===== config.mk =====
export PLATFORM = sky130hd
export DESIGN_NAME = prog_loader
export DESIGN_NICKNAME = d
export VERILOG_FILES = /design/src/rtl/prog_loader_pkg.sv /design/src/rtl/prog_loader_word_asm.sv /design/src/rtl/prog_loader.sv
export SDC_FILE = /design/constraint.sdc
export NUM_CORES = 1
export LEC_CHECK = 0
export ABC_AREA = 1
export CORE_MARGIN = 10
export CORE_UTILIZATION = 30
export DETAILED_ROUTE_END_ITERATION = 8
export DONT_BUFFER_PORTS = 1
export PLACE_DENSITY = 0.52
export SETUP_SLACK_MARGIN = 0.05
export SLEW_MARGIN = 20
export SYNTH_ARGS = -nofsm -noshare
export SYNTH_HDL_FRONTEND = slang
export SYNTH_SLANG_ARGS = --single-unit

===== constraint.sdc =====
create_clock -name clk -period 2.9 [get_ports clk]
set_input_delay 0.725 -clock clk [delete_from_list [all_inputs] [get_ports clk]]
set_output_delay 0.725 -clock clk [all_outputs]
set_load 0.03 [all_outputs]

===== src/rtl/prog_loader_pkg.sv =====
// prog_loader_pkg: shared types and constants for the boot-time program loader.
package prog_loader_pkg;

  typedef enum logic [2:0] {
    ST_IDLE  = 3'd0,
    ST_LEN0  = 3'd1,
    ST_LEN1  = 3'd2,
    ST_DATA  = 3'd3,
    ST_WRITE = 3'd4,
    ST_CSUM  = 3'd5
  } state_e;

  // Frame start marker; only meaningful while idle.
  localparam logic [7:0] HDR_BYTE = 8'hA5;

  // Values reported on err_code_o.
  localparam logic [1:0] ERR_NONE = 2'b00;
  localparam logic [1:0] ERR_LEN  = 2'b01;
  localparam logic [1:0] ERR_CSUM = 2'b10;
  localparam logic [1:0] ERR_TMO  = 2'b11;

endpackage


===== src/rtl/prog_loader_word_asm.sv =====
// prog_loader_word_asm: byte-lane counter and little-endian 32-bit word
// assembler. word_o presents the word including the byte being accepted this
// cycle, so it is complete in the same cycle word_valid_o strobes.
module prog_loader_word_asm (
  input  logic        clk,
  input  logic        rst,
  input  logic        clr_i,
  input  logic        byte_valid_i,
  input  logic [7:0]  byte_i,
  output logic [31:0] word_o,
  output logic        word_valid_o
);

  logic [1:0]  lane_q, lane_d;
  logic [31:0] word_q, word_d;

  // Next lane and word contents: clear wins, otherwise drop the byte into its lane.
  always_comb begin
    lane_d = lane_q;
    word_d = word_q;
    if (clr_i) begin
      lane_d = 2'd0;
      word_d = 32'd0;
    end else if (byte_valid_i) begin
      word_d[{lane_q, 3'b000} +: 8] = byte_i;
      lane_d = lane_q + 2'd1;
    end else begin
      lane_d = lane_q;
    end
  end

  // Lane and partial-word registers with synchronous active-low reset.
  always_ff @(posedge clk) begin
    if (!rst) begin
      lane_q <= 2'd0;
      word_q <= 32'd0;
    end else begin
      lane_q <= lane_d;
      word_q <= word_d;
    end
  end

  assign word_o       = word_d;
  assign word_valid_o = byte_valid_i && !clr_i && (lane_q == 2'd3);

endmodule


===== src/rtl/prog_loader.sv =====
// prog_loader: boot-time loader that receives a framed byte stream
// (A5, count lo, count hi, count*4 data bytes, checksum) and writes the words
// into instruction ROM over a rib master port while holding the core halted.
// Optional inter-byte timeout enabled by defining PROG_LOADER_TIMEOUT_EN.
module prog_loader
  import prog_loader_pkg::*;
#(
  parameter logic [31:0] BASE_ADDR      = 32'h0000_0000,
  parameter int unsigned MAX_WORDS      = 4096,
  parameter int unsigned TIMEOUT_CYCLES = 50000
) (
  input  logic        clk,
  input  logic        rst,
  input  logic        rx_valid_i,
  input  logic [7:0]  rx_data_i,
  output logic        rx_ready_o,
  output logic        mem_req_o,
  output logic        mem_we_o,
  output logic [31:0] mem_addr_o,
  output logic [31:0] mem_data_o,
  input  logic        mem_gnt_i,
  output logic        halt_o,
  output logic        done_o,
  output logic        ok_o,
  output logic        err_o,
  output logic [1:0]  err_code_o
);

  state_e      state_q, state_d;
  logic [15:0] count_q, count_d;
  logic [15:0] word_idx_q, word_idx_d;
  logic [7:0]  sum_q, sum_d;
  logic        rx_ready_q, rx_ready_d;
  logic        mem_req_q, mem_req_d;
  logic [31:0] mem_addr_q, mem_addr_d;
  logic [31:0] mem_data_q, mem_data_d;
  logic        halt_q, halt_d;
  logic        done_q, done_d;
  logic        ok_q, ok_d;
  logic        err_q, err_d;
  logic [1:0]  code_q, code_d;

  logic        acc_s;
  logic [15:0] len_s;
  logic        asm_clr_s;
  logic        asm_vld_s;
  logic [31:0] asm_word_s;
  logic        asm_word_vld_s;

`ifdef PROG_LOADER_TIMEOUT_EN
  logic [31:0] tmo_q, tmo_d;
  logic        tmo_run_s;
`else
  logic        unused_tmo_cfg_s;
  assign unused_tmo_cfg_s = ^TIMEOUT_CYCLES;
`endif

  assign acc_s = rx_valid_i && rx_ready_q;
  assign len_s = {rx_data_i, count_q[7:0]};

  prog_loader_word_asm u_word_asm (
    .clk          (clk),
    .rst          (rst),
    .clr_i        (asm_clr_s),
    .byte_valid_i (asm_vld_s),
    .byte_i       (rx_data_i),
    .word_o       (asm_word_s),
    .word_valid_o (asm_word_vld_s)
  );

  // Frame FSM: next state, frame bookkeeping and next values of all registered outputs.
  always_comb begin
    state_d    = state_q;
    count_d    = count_q;
    word_idx_d = word_idx_q;
    sum_d      = sum_q;
    mem_addr_d = mem_addr_q;
    mem_data_d = mem_data_q;
    halt_d     = halt_q;
    done_d     = 1'b0;
    ok_d       = ok_q;
    err_d      = err_q;
    code_d     = code_q;
    asm_clr_s  = 1'b0;
    asm_vld_s  = 1'b0;
    case (state_q)
      ST_IDLE: begin
        if (acc_s && (rx_data_i == HDR_BYTE)) begin
          state_d    = ST_LEN0;
          halt_d     = 1'b1;
          ok_d       = 1'b0;
          err_d      = 1'b0;
          code_d     = ERR_NONE;
          sum_d      = 8'd0;
          word_idx_d = 16'd0;
          asm_clr_s  = 1'b1;
        end else begin
          state_d = ST_IDLE;
        end
      end
      ST_LEN0: begin
        if (acc_s) begin
          count_d[7:0] = rx_data_i;
          state_d      = ST_LEN1;
        end else begin
          state_d = ST_LEN0;
        end
      end
      ST_LEN1: begin
        if (acc_s) begin
          count_d = len_s;
          if (len_s == 16'd0) begin
            state_d = ST_CSUM;
          end else if ({16'd0, len_s} > MAX_WORDS) begin
            state_d = ST_IDLE;
            err_d   = 1'b1;
            code_d  = ERR_LEN;
            done_d  = 1'b1;
            halt_d  = 1'b0;
          end else begin
            state_d = ST_DATA;
          end
        end else begin
          state_d = ST_LEN1;
        end
      end
      ST_DATA: begin
        if (acc_s) begin
          sum_d     = sum_q + rx_data_i;
          asm_vld_s = 1'b1;
          if (asm_word_vld_s) begin
            state_d    = ST_WRITE;
            mem_data_d = asm_word_s;
            mem_addr_d = BASE_ADDR + {14'd0, word_idx_q, 2'b00};
          end else begin
            state_d = ST_DATA;
          end
        end else begin
          state_d = ST_DATA;
        end
      end
      ST_WRITE: begin
        if (mem_gnt_i) begin
          word_idx_d = word_idx_q + 16'd1;
          if (word_idx_q == (count_q - 16'd1)) begin
            state_d = ST_CSUM;
          end else begin
            state_d = ST_DATA;
          end
        end else begin
          state_d = ST_WRITE;
        end
      end
      ST_CSUM: begin
        if (acc_s) begin
          if (rx_data_i == sum_q) begin
            ok_d = 1'b1;
          end else begin
            err_d  = 1'b1;
            code_d = ERR_CSUM;
          end
          done_d  = 1'b1;
          halt_d  = 1'b0;
          state_d = ST_IDLE;
        end else begin
          state_d = ST_CSUM;
        end
      end
      default: begin
        state_d = ST_IDLE;
        halt_d  = 1'b0;
      end
    endcase

`ifdef PROG_LOADER_TIMEOUT_EN
    // Inter-byte watchdog: restarts on every accepted byte, frozen while idle or writing.
    tmo_run_s = (state_q == ST_LEN0) || (state_q == ST_LEN1) ||
                (state_q == ST_DATA) || (state_q == ST_CSUM);
    if (acc_s) begin
      tmo_d = 32'd0;
    end else if (tmo_run_s && (tmo_q == (TIMEOUT_CYCLES - 32'd1))) begin
      tmo_d   = 32'd0;
      state_d = ST_IDLE;
      err_d   = 1'b1;
      code_d  = ERR_TMO;
      done_d  = 1'b1;
      halt_d  = 1'b0;
    end else if (tmo_run_s) begin
      tmo_d = tmo_q + 32'd1;
    end else begin
      tmo_d = tmo_q;
    end
`endif

    // Bus request and byte ready follow the state being entered so both are registered.
    mem_req_d  = (state_d == ST_WRITE);
    rx_ready_d = (state_d != ST_WRITE);
  end

  // State and output registers with synchronous active-low reset.
  always_ff @(posedge clk) begin
    if (!rst) begin
      state_q    <= ST_IDLE;
      count_q    <= 16'd0;
      word_idx_q <= 16'd0;
      sum_q      <= 8'd0;
      rx_ready_q <= 1'b0;
      mem_req_q  <= 1'b0;
      mem_addr_q <= 32'd0;
      mem_data_q <= 32'd0;
      halt_q     <= 1'b0;
      done_q     <= 1'b0;
      ok_q       <= 1'b0;
      err_q      <= 1'b0;
      code_q     <= ERR_NONE;
    end else begin
      state_q    <= state_d;
      count_q    <= count_d;
      word_idx_q <= word_idx_d;
      sum_q      <= sum_d;
      rx_ready_q <= rx_ready_d;
      mem_req_q  <= mem_req_d;
      mem_addr_q <= mem_addr_d;
      mem_data_q <= mem_data_d;
      halt_q     <= halt_d;
      done_q     <= done_d;
      ok_q       <= ok_d;
      err_q      <= err_d;
      code_q     <= code_d;
    end
  end

`ifdef PROG_LOADER_TIMEOUT_EN
  // Watchdog counter register.
  always_ff @(posedge clk) begin
    if (!rst) begin
      tmo_q <= 32'd0;
    end else begin
      tmo_q <= tmo_d;
    end
  end
`endif

  assign rx_ready_o = rx_ready_q;
  assign mem_req_o  = mem_req_q;
  assign mem_we_o   = mem_req_q;
  assign mem_addr_o = mem_addr_q;
  assign mem_data_o = mem_data_q;
  assign halt_o     = halt_q;
  assign done_o     = done_q;
  assign ok_o       = ok_q;
  assign err_o      = err_q;
  assign err_code_o = code_q;

endmodule


==> impl_results.md, run 1 <==
* Final Skew at 0.0113 ns
* Yosys top cell by area: sky130_fd_sc_hd__dfxtp_1
* IR Drop Worst-Case VDD at about 440 uV
* Critical path startpoint category: register
* Clock buffer count from CTS at 17
* Most used flip-flop cell after synthesis: sky130_fd_sc_hd__dfxtp_1
* Worst-path cell chain: clkinvlp_4 -> ha_1 -> clkinv_1 -> nor2_1 -> inv_1 -> nor3_1 -> a21oi_1 -> nand2_1 -> o211a_1
* Antenna diode instance count at 0
* Global-route usage over all layers at between 10 and 15%
* Die X-Extent at 163 um
* Initial Utilization at 30.3%
* Max cap viols at 0
* Die height at 163 um
* Hold_buf cts at 0
* Power per standard cell area at approximately 560 nW/um^2
* Cell types with the largest area share after synthesis: sky130_fd_sc_hd__dfxtp_1 (41%), sky130_fd_sc_hd__nand2_1 (8.2%), sky130_fd_sc_hd__a21oi_1 (7.8%), sky130_fd_sc_hd__nor2_1 (6.0%), sky130_fd_sc_hd__o21ai_0 (5.7%)
* Post-synthesis instance total at between 800 and 900
* Proportion of netlist area held by the largest area contributor at 40.9%
* Via count at roughly 5.4k
* Arrival time worst endpoint at 2.79 ns
* Final standard cell utilization of the core at between 30 and 40%
* Number of buffers between clock root and the deepest sink at 2
* First DRT Iteration DRCs at just over 400
* Critical Path Fanout Max at 10
* Mapped cell area at 6120 um^2
* Fraction of registers with async set/reset at 0%
* Crit. End Element: register
* Final hold vios at 0
* Flop and latch count out of synthesis at 125
* Number of antenna violations at the first check in global routing at 0
* Nets@finish at roughly 860
* Root buffer cell: sky130_fd_sc_hd__clkbuf_16
* Register-to-Register Path Depth at 9
* Post-synthesis area per instance at 7.40 um^2
* Count of input and output buffers at 0
* Worst-margin pin slew at a little over 0.8 ns
* Number of vias per cell after detailed routing at 4.82
* Highest achievable clock rate at ~420 MHz
* Detailed-router iteration count before antenna repair at 5
* Sw power at between 0.0009 and 0.001 W
* Fraction of final layout cells sized beyond drive strength 1 at ~9%
* Final critical-path required period at 2.41 ns
* Sequential share of power at between 40 and 50%
* Part of the total power dissipated in combinational logic at 2.7%
* Final setup violation count at 0
* Hold WS at about 0.43 ns
* Setup CP Type: reg2reg
* Total number of H-tree levels at 4
* Largest net degree at the start of global routing at 52
* Total negative slack for setup checks at 0 ns
* Share of total power in the clock network at a little over half
* Share of the clock period used by the worst path at 83.0%
* Insertion delay of the later-clocked pin in the worst-skew pair at 0.43 ns
* Total length of routed wires at approximately 18000 um
* IO Count at 85
* Design internal power at roughly 0.0030 W
* Setup repair after global routing missed its margin: false
* Top cells by count, synth: sky130_fd_sc_hd__nand2_1 (133), sky130_fd_sc_hd__dfxtp_1 (125), sky130_fd_sc_hd__nor2_1 (97)
* Residual DRC count at 0
* Final std cell area, no fill at 6960 um^2
* Drt wl/cell at 16.1 um
* Area of the die at between 20000 and 30000 um^2
* Clock-pin slew on the worst setup and hold paths at 0.06 ns
* Fin cells at between 1k and 1.5k
* Area after DPL at 6350 um^2
* Fillers at approximately 2.1k
* Placed wire-length estimate after detailed placement at around 13000 um
* Highest cell delay on the worst timing path at about 0.52 ns
* Num rows at between 50 and 60
* Wire length of the first global-routing pass at between 20000 and 30000 um
* Critical path's slowest cell: sky130_fd_sc_hd__dfxtp_1
* Cell depth of the worst hold path at 2
* Final ANT Viol Nets at 0
* Count of final max-slew check failures at 0
* Run status: complete, no violations
* Area grow syn2layout at 13.7%
* Via count of the first global-routing pass at about 5.2k
* Cell total after placement at roughly 1.1k
* Post-synthesis cell type count at 44
* Worst min-delay path class: in2reg
* Final GP Congestion at 0.846
* Most common cell in the synthesized netlist: sky130_fd_sc_hd__nand2_1
* Worst slew margin relative to its limit at 45.8%
* TritonCTS clock tree: yes
* Static Leak at 2.86 nW
* Switching Fraction at about 24%
* EDFF count, synth at 0
* Number of sinks driven by the clock tree at 125
* YS warnings at 0
* Sequential area share after synthesis at 40.9%
* Global route overflow at 0
* Core outline area at roughly 20000 um^2
* Worst path required time at approximately 3.3 ns
-- registers in the layout (all words and copies together) (netlist names) --
register and count:
ok_o 1, err_o 1, u_word_asm.word_q 24, count_q 16, mem_data_o 32, state_q 3, word_idx_q 16, sum_q 8
done_o 1, halt_o 1, rx_ready_o 1, mem_addr_o 16, err_code_o 2, u_word_asm.lane_q 2, mem_req_o 1
-- per-stage QoR --
step / setup slack [ns] / power, W
2_1_floorplan: 0.737 / 0.00186
3_3_place_gp: 0.283 / 0.00186
3_5_place_dp: 0.260 / 0.00186
4_1_cts: 0.365 / 0.00393
5_1_grt: 0.157 / 0.00403
6_report: 0.494 / 0.00390
-- power by group through the flow --
stage | Combinational [W] | Sequential, W | Clock [W]
after floorplan | 0.0000980 | 0.00176 | 0
after global placement | 0.000105 | 0.00176 | 0
after detailed placement | 0.000104 | 0.00176 | 0
after CTS | 0.000105 | 0.00172 | 0.00211
after global routing | 0.000114 | 0.00172 | 0.00220
final | 0.000105 | 0.00172 | 0.00208
-- routing by layer --
layer  vias up  wire length [um]  GRT usage [%]
met5         -                 0              0
met2       141              8260           21.9
met4         0               355           5.37
met3        24              1120           4.15
met1      2449              8220           17.0
li1       2747                 -              -
-- area by class of cell --
| class | count | area (um^2) | area share (%) |
|---|---|---|---|
| multi-input combinational | 589 | 3100 | 44.6 |
| sequential | 125 | 2500 | 36.0 |
| clock buffer | 18 | 439 | 6.31 |
| tap | 270 | 338 | 4.86 |
| inverter | 81 | 308 | 4.42 |
| clock inverter | 14 | 136 | 1.96 |
| timing repair buffer | 16 | 133 | 1.91 |
-- path summary, 6_finish.rpt --
| check | slack [ns] | endpoint | from |
|---|---|---|---|
| max | 0.49 | mem_data_o[19] | u_word_asm.lane_q[0] |
| min reg2reg | 0.47 | sum_q[5] | sum_q[5] |
| max reg2reg | 0.49 | mem_data_o[19] | u_word_asm.lane_q[0] |
| min | 0.43 | mem_data_o[26] | rst |
-- cell families (layout without fill, tap and decap cells) --
| kind of cell | count (synthesis) | in the layout | share of synthesized area, % |
|---|---|---|---|
| flip-flops | 125 | 125 | 40.9 |
| other | 1 | 16 | 0.0613 |
| AND/OR/NAND/NOR | 333 | 333 | 24.9 |
| XOR/XNOR | 18 | 18 | 2.58 |
| adder cells (fa/ha/maj) | 15 | 15 | 3.19 |
| AO/OA/AOI/OAI | 207 | 207 | 19.0 |
| buffers and inverters | 128 | 129 | 9.33 |
-- repair_timing --
| action | in CTS | in global routing |
|---|---|---|
| buffers inserted | 0 | 3 |
| endpoints found under the setup margin | 0 | 3 |
| resized for setup | 0 | 1 |
-- worst max-delay path: cells and delay by family, from the launching register on --
| family | cells | cell delay (ns) |
|---|---|---|
| adders and majority gates | 1 | 0.38 |
| and+or+nand+nor | 3 | 0.56 |
| AOI/OAI and AO/OA | 2 | 0.22 |
| buffers and inverters | 3 | 0.67 |
| DFF | 1 | 0.52 |
-- cell usage in the layout, fill, tap and decap left out, drive strengths merged --
| cell | count |
|---|---|
| a211oi | 2 |
| a21o | 1 |
| a21oi | 95 |
| a31oi | 1 |
| a32oi | 8 |
| and2 | 2 |
| buf | 16 |
| bufinv | 1 |
| clkbuf | 18 |
| clkinv | 8 |
| clkinvlp | 4 |
| conb | 16 |
| dfxtp | 125 |
| fa | 1 |
| ha | 14 |
| inv | 82 |
| nand2 | 138 |
| nand3 | 36 |
| nand3b | 5 |
| nand4 | 10 |
| nor2 | 106 |
| nor3 | 27 |
| nor3b | 1 |
| nor4 | 5 |
| o211a | 6 |
| o211ai | 9 |
| o21a | 10 |
| o21ai | 71 |
| o21bai | 2 |
| o311ai | 1 |
| o31ai | 1 |
| or2 | 3 |
| xnor2 | 6 |
| xor2 | 12 |
Note: power is estimated with default switching activity, not from simulation.
==> run 2: changes to the inputs <==
==> constraint.sdc (replaced) <==
create_clock -name clk -period 2.3 [get_ports clk]
set_input_delay 0.575 -clock clk [delete_from_list [all_inputs] [get_ports clk]]
set_output_delay 0.575 -clock clk [all_outputs]
set_load 0.03 [all_outputs]
==> run 2 against run 1 <==
  * Fmax is 20% higher
  * Clock power is 28% higher
  * Final area is 1.4% higher
  * Critical path type unchanged
  * Critical endpoint is now mem_data_o[10]
  * Largest power group unchanged
==> impl_results.md, run 2 (synthesis gave the netlist of run 1 again) <==
* Run status: complete, no violations
* Clock buffer count from CTS at 17
* Crit. End Element: register
* Wire length of the first global-routing pass at approximately 27000 um
* Number of vias per cell after detailed routing at 4.78
* Post-CTS setup repair buffer count at 0
* Global route overflow at 0
* Worst-margin pin slew at approximately 0.6 ns
* Worst slew margin relative to its limit at roughly three fifths
* Static Leak at a little under 3 nW
* Part of the total power dissipated in combinational logic at ~2.8%
* Area after DPL at between 6000 and 7000 um^2
* Worst min-delay path class: in2reg
* Final hold vios at 0
* Drt wl/cell at about 16 um
* Highest cell delay on the worst timing path at 0.41 ns
* IR Drop Worst-Case VDD at 475 uV
* Residual DRC count at 0
* Root buffer cell: sky130_fd_sc_hd__clkbuf_16
* Insertion delay of the later-clocked pin in the worst-skew pair at approximately 0.42 ns
* Largest net degree at the start of global routing at 52
* Share of the clock period used by the worst path at between 80% and 90%
* Number of antenna violations at the first check in global routing at 0
* Setup repair after global routing missed its margin: true
* Total negative slack for setup checks at 0 ns
* Cell total after placement at 1088
* First DRT Iteration DRCs at about 330
* Arrival time worst endpoint at around 2.4 ns
* Most common cell after layout, fill and taps aside: sky130_fd_sc_hd__nand2_1
* Highest achievable clock rate at slightly below 500 MHz
* Number of buffers between clock root and the deepest sink at 2
* Initial Utilization at roughly 30%
* Flip-flop count of the largest register, all copies and words added at 32
* Sw power at 0.00113 W
* Global-route usage over all layers at 13.2%
* Sequential share of power at 43.6%
* Final critical-path required period at 2.01 ns
* Final GP Congestion at approximately 0.87
* Worst-path cell chain: inv_1 -> nor2_2 -> nand2_1 -> nor2_4 -> buf_4 -> inv_1 -> nor2_2 -> a32oi_1 -> nand2_1 -> o211ai_1 -> inv_1
* Count of input and output buffers at 0
* Max cap viols at 0
* Die height at between 150 and 200 um
* Design internal power at between 0.003 and 0.004 W
* Setup WS pre-CTS at around 0.17 ns
* Total length of routed wires at between 15000 and 20000 um
* Antenna diode instance count at 0
* Switching Fraction at between 20 and 25%
* Via count at around 5.3k
* Fin cells at 1119
* Slack of the critical path at approximately 0.29 ns
* Clock-pin slew on the worst setup and hold paths at around 0.060 ns
* Final std cell area, no fill at about 7100 um^2
* Worst path most repeated cell: sky130_fd_sc_hd__inv_1
* Critical Path Fanout Max at 9
* Final Skew at about 0.006 ns
* Fillers at ~2.2k
* Setup CP Type: reg2reg
* Via count of the first global-routing pass at 4959
* TritonCTS clock tree: yes
* Critical path's slowest cell: sky130_fd_sc_hd__dfxtp_1
* Count of final max-slew check failures at 0
* Detailed-router iteration count before antenna repair at 5
* Die X-Extent at ~160 um
* Critical path startpoint category: register
* Num rows at 52
* Worst path required time at around 2.7 ns
* IO Count at 85
* Most frequent cells in the layout: sky130_fd_sc_hd__nand2_1 (132), sky130_fd_sc_hd__dfxtp_1 (125), sky130_fd_sc_hd__nor2_1 (97), sky130_fd_sc_hd__a21oi_1 (95), sky130_fd_sc_hd__inv_1 (73)
* Core outline area at between 20000 and 25000 um^2
* Nets@finish at ~860
* Area grow syn2layout at 15.3%
* Power per standard cell area at around 710 nW/um^2
* Area of the die at approximately 27000 um^2
* Final ANT Viol Nets at 0
* Placed wire-length estimate after detailed placement at between 10000 and 15000 um
* Final setup violation count at 0
* Total number of H-tree levels at 4
* Fraction of final layout cells sized beyond drive strength 1 at about a tenth
* Number of sinks driven by the clock tree at 125
* Share of total power in the clock network at around 54%
[run 2: cell count changes in the layout (fill, tap and decap cells not counted)]
cell                        change
sky130_fd_sc_hd__inv_6          -2
sky130_fd_sc_hd__nand2_2        +1
sky130_fd_sc_hd__nor3_2         +1
sky130_fd_sc_hd__bufinv_16      +1
sky130_fd_sc_hd__clkinv_1       +1
sky130_fd_sc_hd__buf_12         +2
sky130_fd_sc_hd__nor3_1         -1
sky130_fd_sc_hd__clkbuf_8       +1
sky130_fd_sc_hd__nand2_1        -1
sky130_fd_sc_hd__clkinv_4       -2
sky130_fd_sc_hd__buf_4          +5
[run 2: cell type report]
type | count | area (um^2) | area share, %
clock inverters | 12 | 139 | 1.97
flip-flops and latches | 125 | 2500 | 35.5
multi-input cells | 589 | 3110 | 44.1
inverters | 81 | 304 | 4.31
clock buffers | 19 | 453 | 6.42
well taps | 270 | 338 | 4.79
repair buffers | 23 | 210 | 2.98
[run 2: worst paths after layout]
kind                            startpoint              to  slack [ns]  cells past startpoint
worst max register to register  state_q[0]  mem_data_o[10]        0.29                     11
worst min register to register    sum_q[4]        sum_q[4]        0.47                      2
worst max-delay path            state_q[0]  mem_data_o[10]        0.29                     11
worst min-delay path                   rst   mem_data_o[9]        0.29                      2
[run 2: critical path: cells and delay by family, from the launching register on]
family                 cells  cell delay, ns
DFF                        1            0.41
and+or+nand+nor            5            0.82
buffers and inverters      4            0.47
AOI/OAI and AO/OA          2            0.26
[run 2: power by group through the flow]
stage	sequential (W)	clock [W]	combinational (W)
after floorplan	0.00222	0	0.000124
after global placement	0.00222	0	0.000140
after detailed placement	0.00222	0	0.000139
after CTS	0.00217	0.00273	0.000139
after global routing	0.00217	0.00282	0.000150
final	0.00217	0.00267	0.000140
[run 2: through the flow]
step	total power, W	hold slack [ns]	util (%)
after floorplan	0.00234	0.443	-
after global placement	0.00235	0.455	32.0
after detailed placement	0.00235	0.463	32.0
after CTS	0.00504	0.276	34.9
after global routing	0.00513	0.287	35.0
final	0.00498	0.288	35.0
[run 2: timing repair]
action                                 in CTS  in global routing
endpoints found under the hold margin       0                  0
resized for setup                           0                  2
setup endpoints to repair                   0                  3
hold buffers                                0                  0
[run 2: metal layers]
metal  global-route usage (%)  vias to the layer above  share of wire [%]  wire length [um]
met1                     16.3                     2436                 45              8000
li1                         -                     2752                  -                 -
met4                     5.20                        0                2.0               350
met3                     4.75                       29                7.2              1270
met5                        0                        -                  0                 0
met2                     20.4                      128                 45              8010
==> run 3: changes to the inputs <==
--- a/config.mk
+++ b/config.mk
@@ -8,6 +8,7 @@
 export ABC_AREA = 1
 export CORE_MARGIN = 10
 export CORE_UTILIZATION = 30
+export CTS_CLUSTER_SIZE = 16
 export DETAILED_ROUTE_END_ITERATION = 8
 export DONT_BUFFER_PORTS = 1
 export PLACE_DENSITY = 0.52
==> results of run 3 <==
No change in the layout: final DEF, timing and power equal those of run 2.
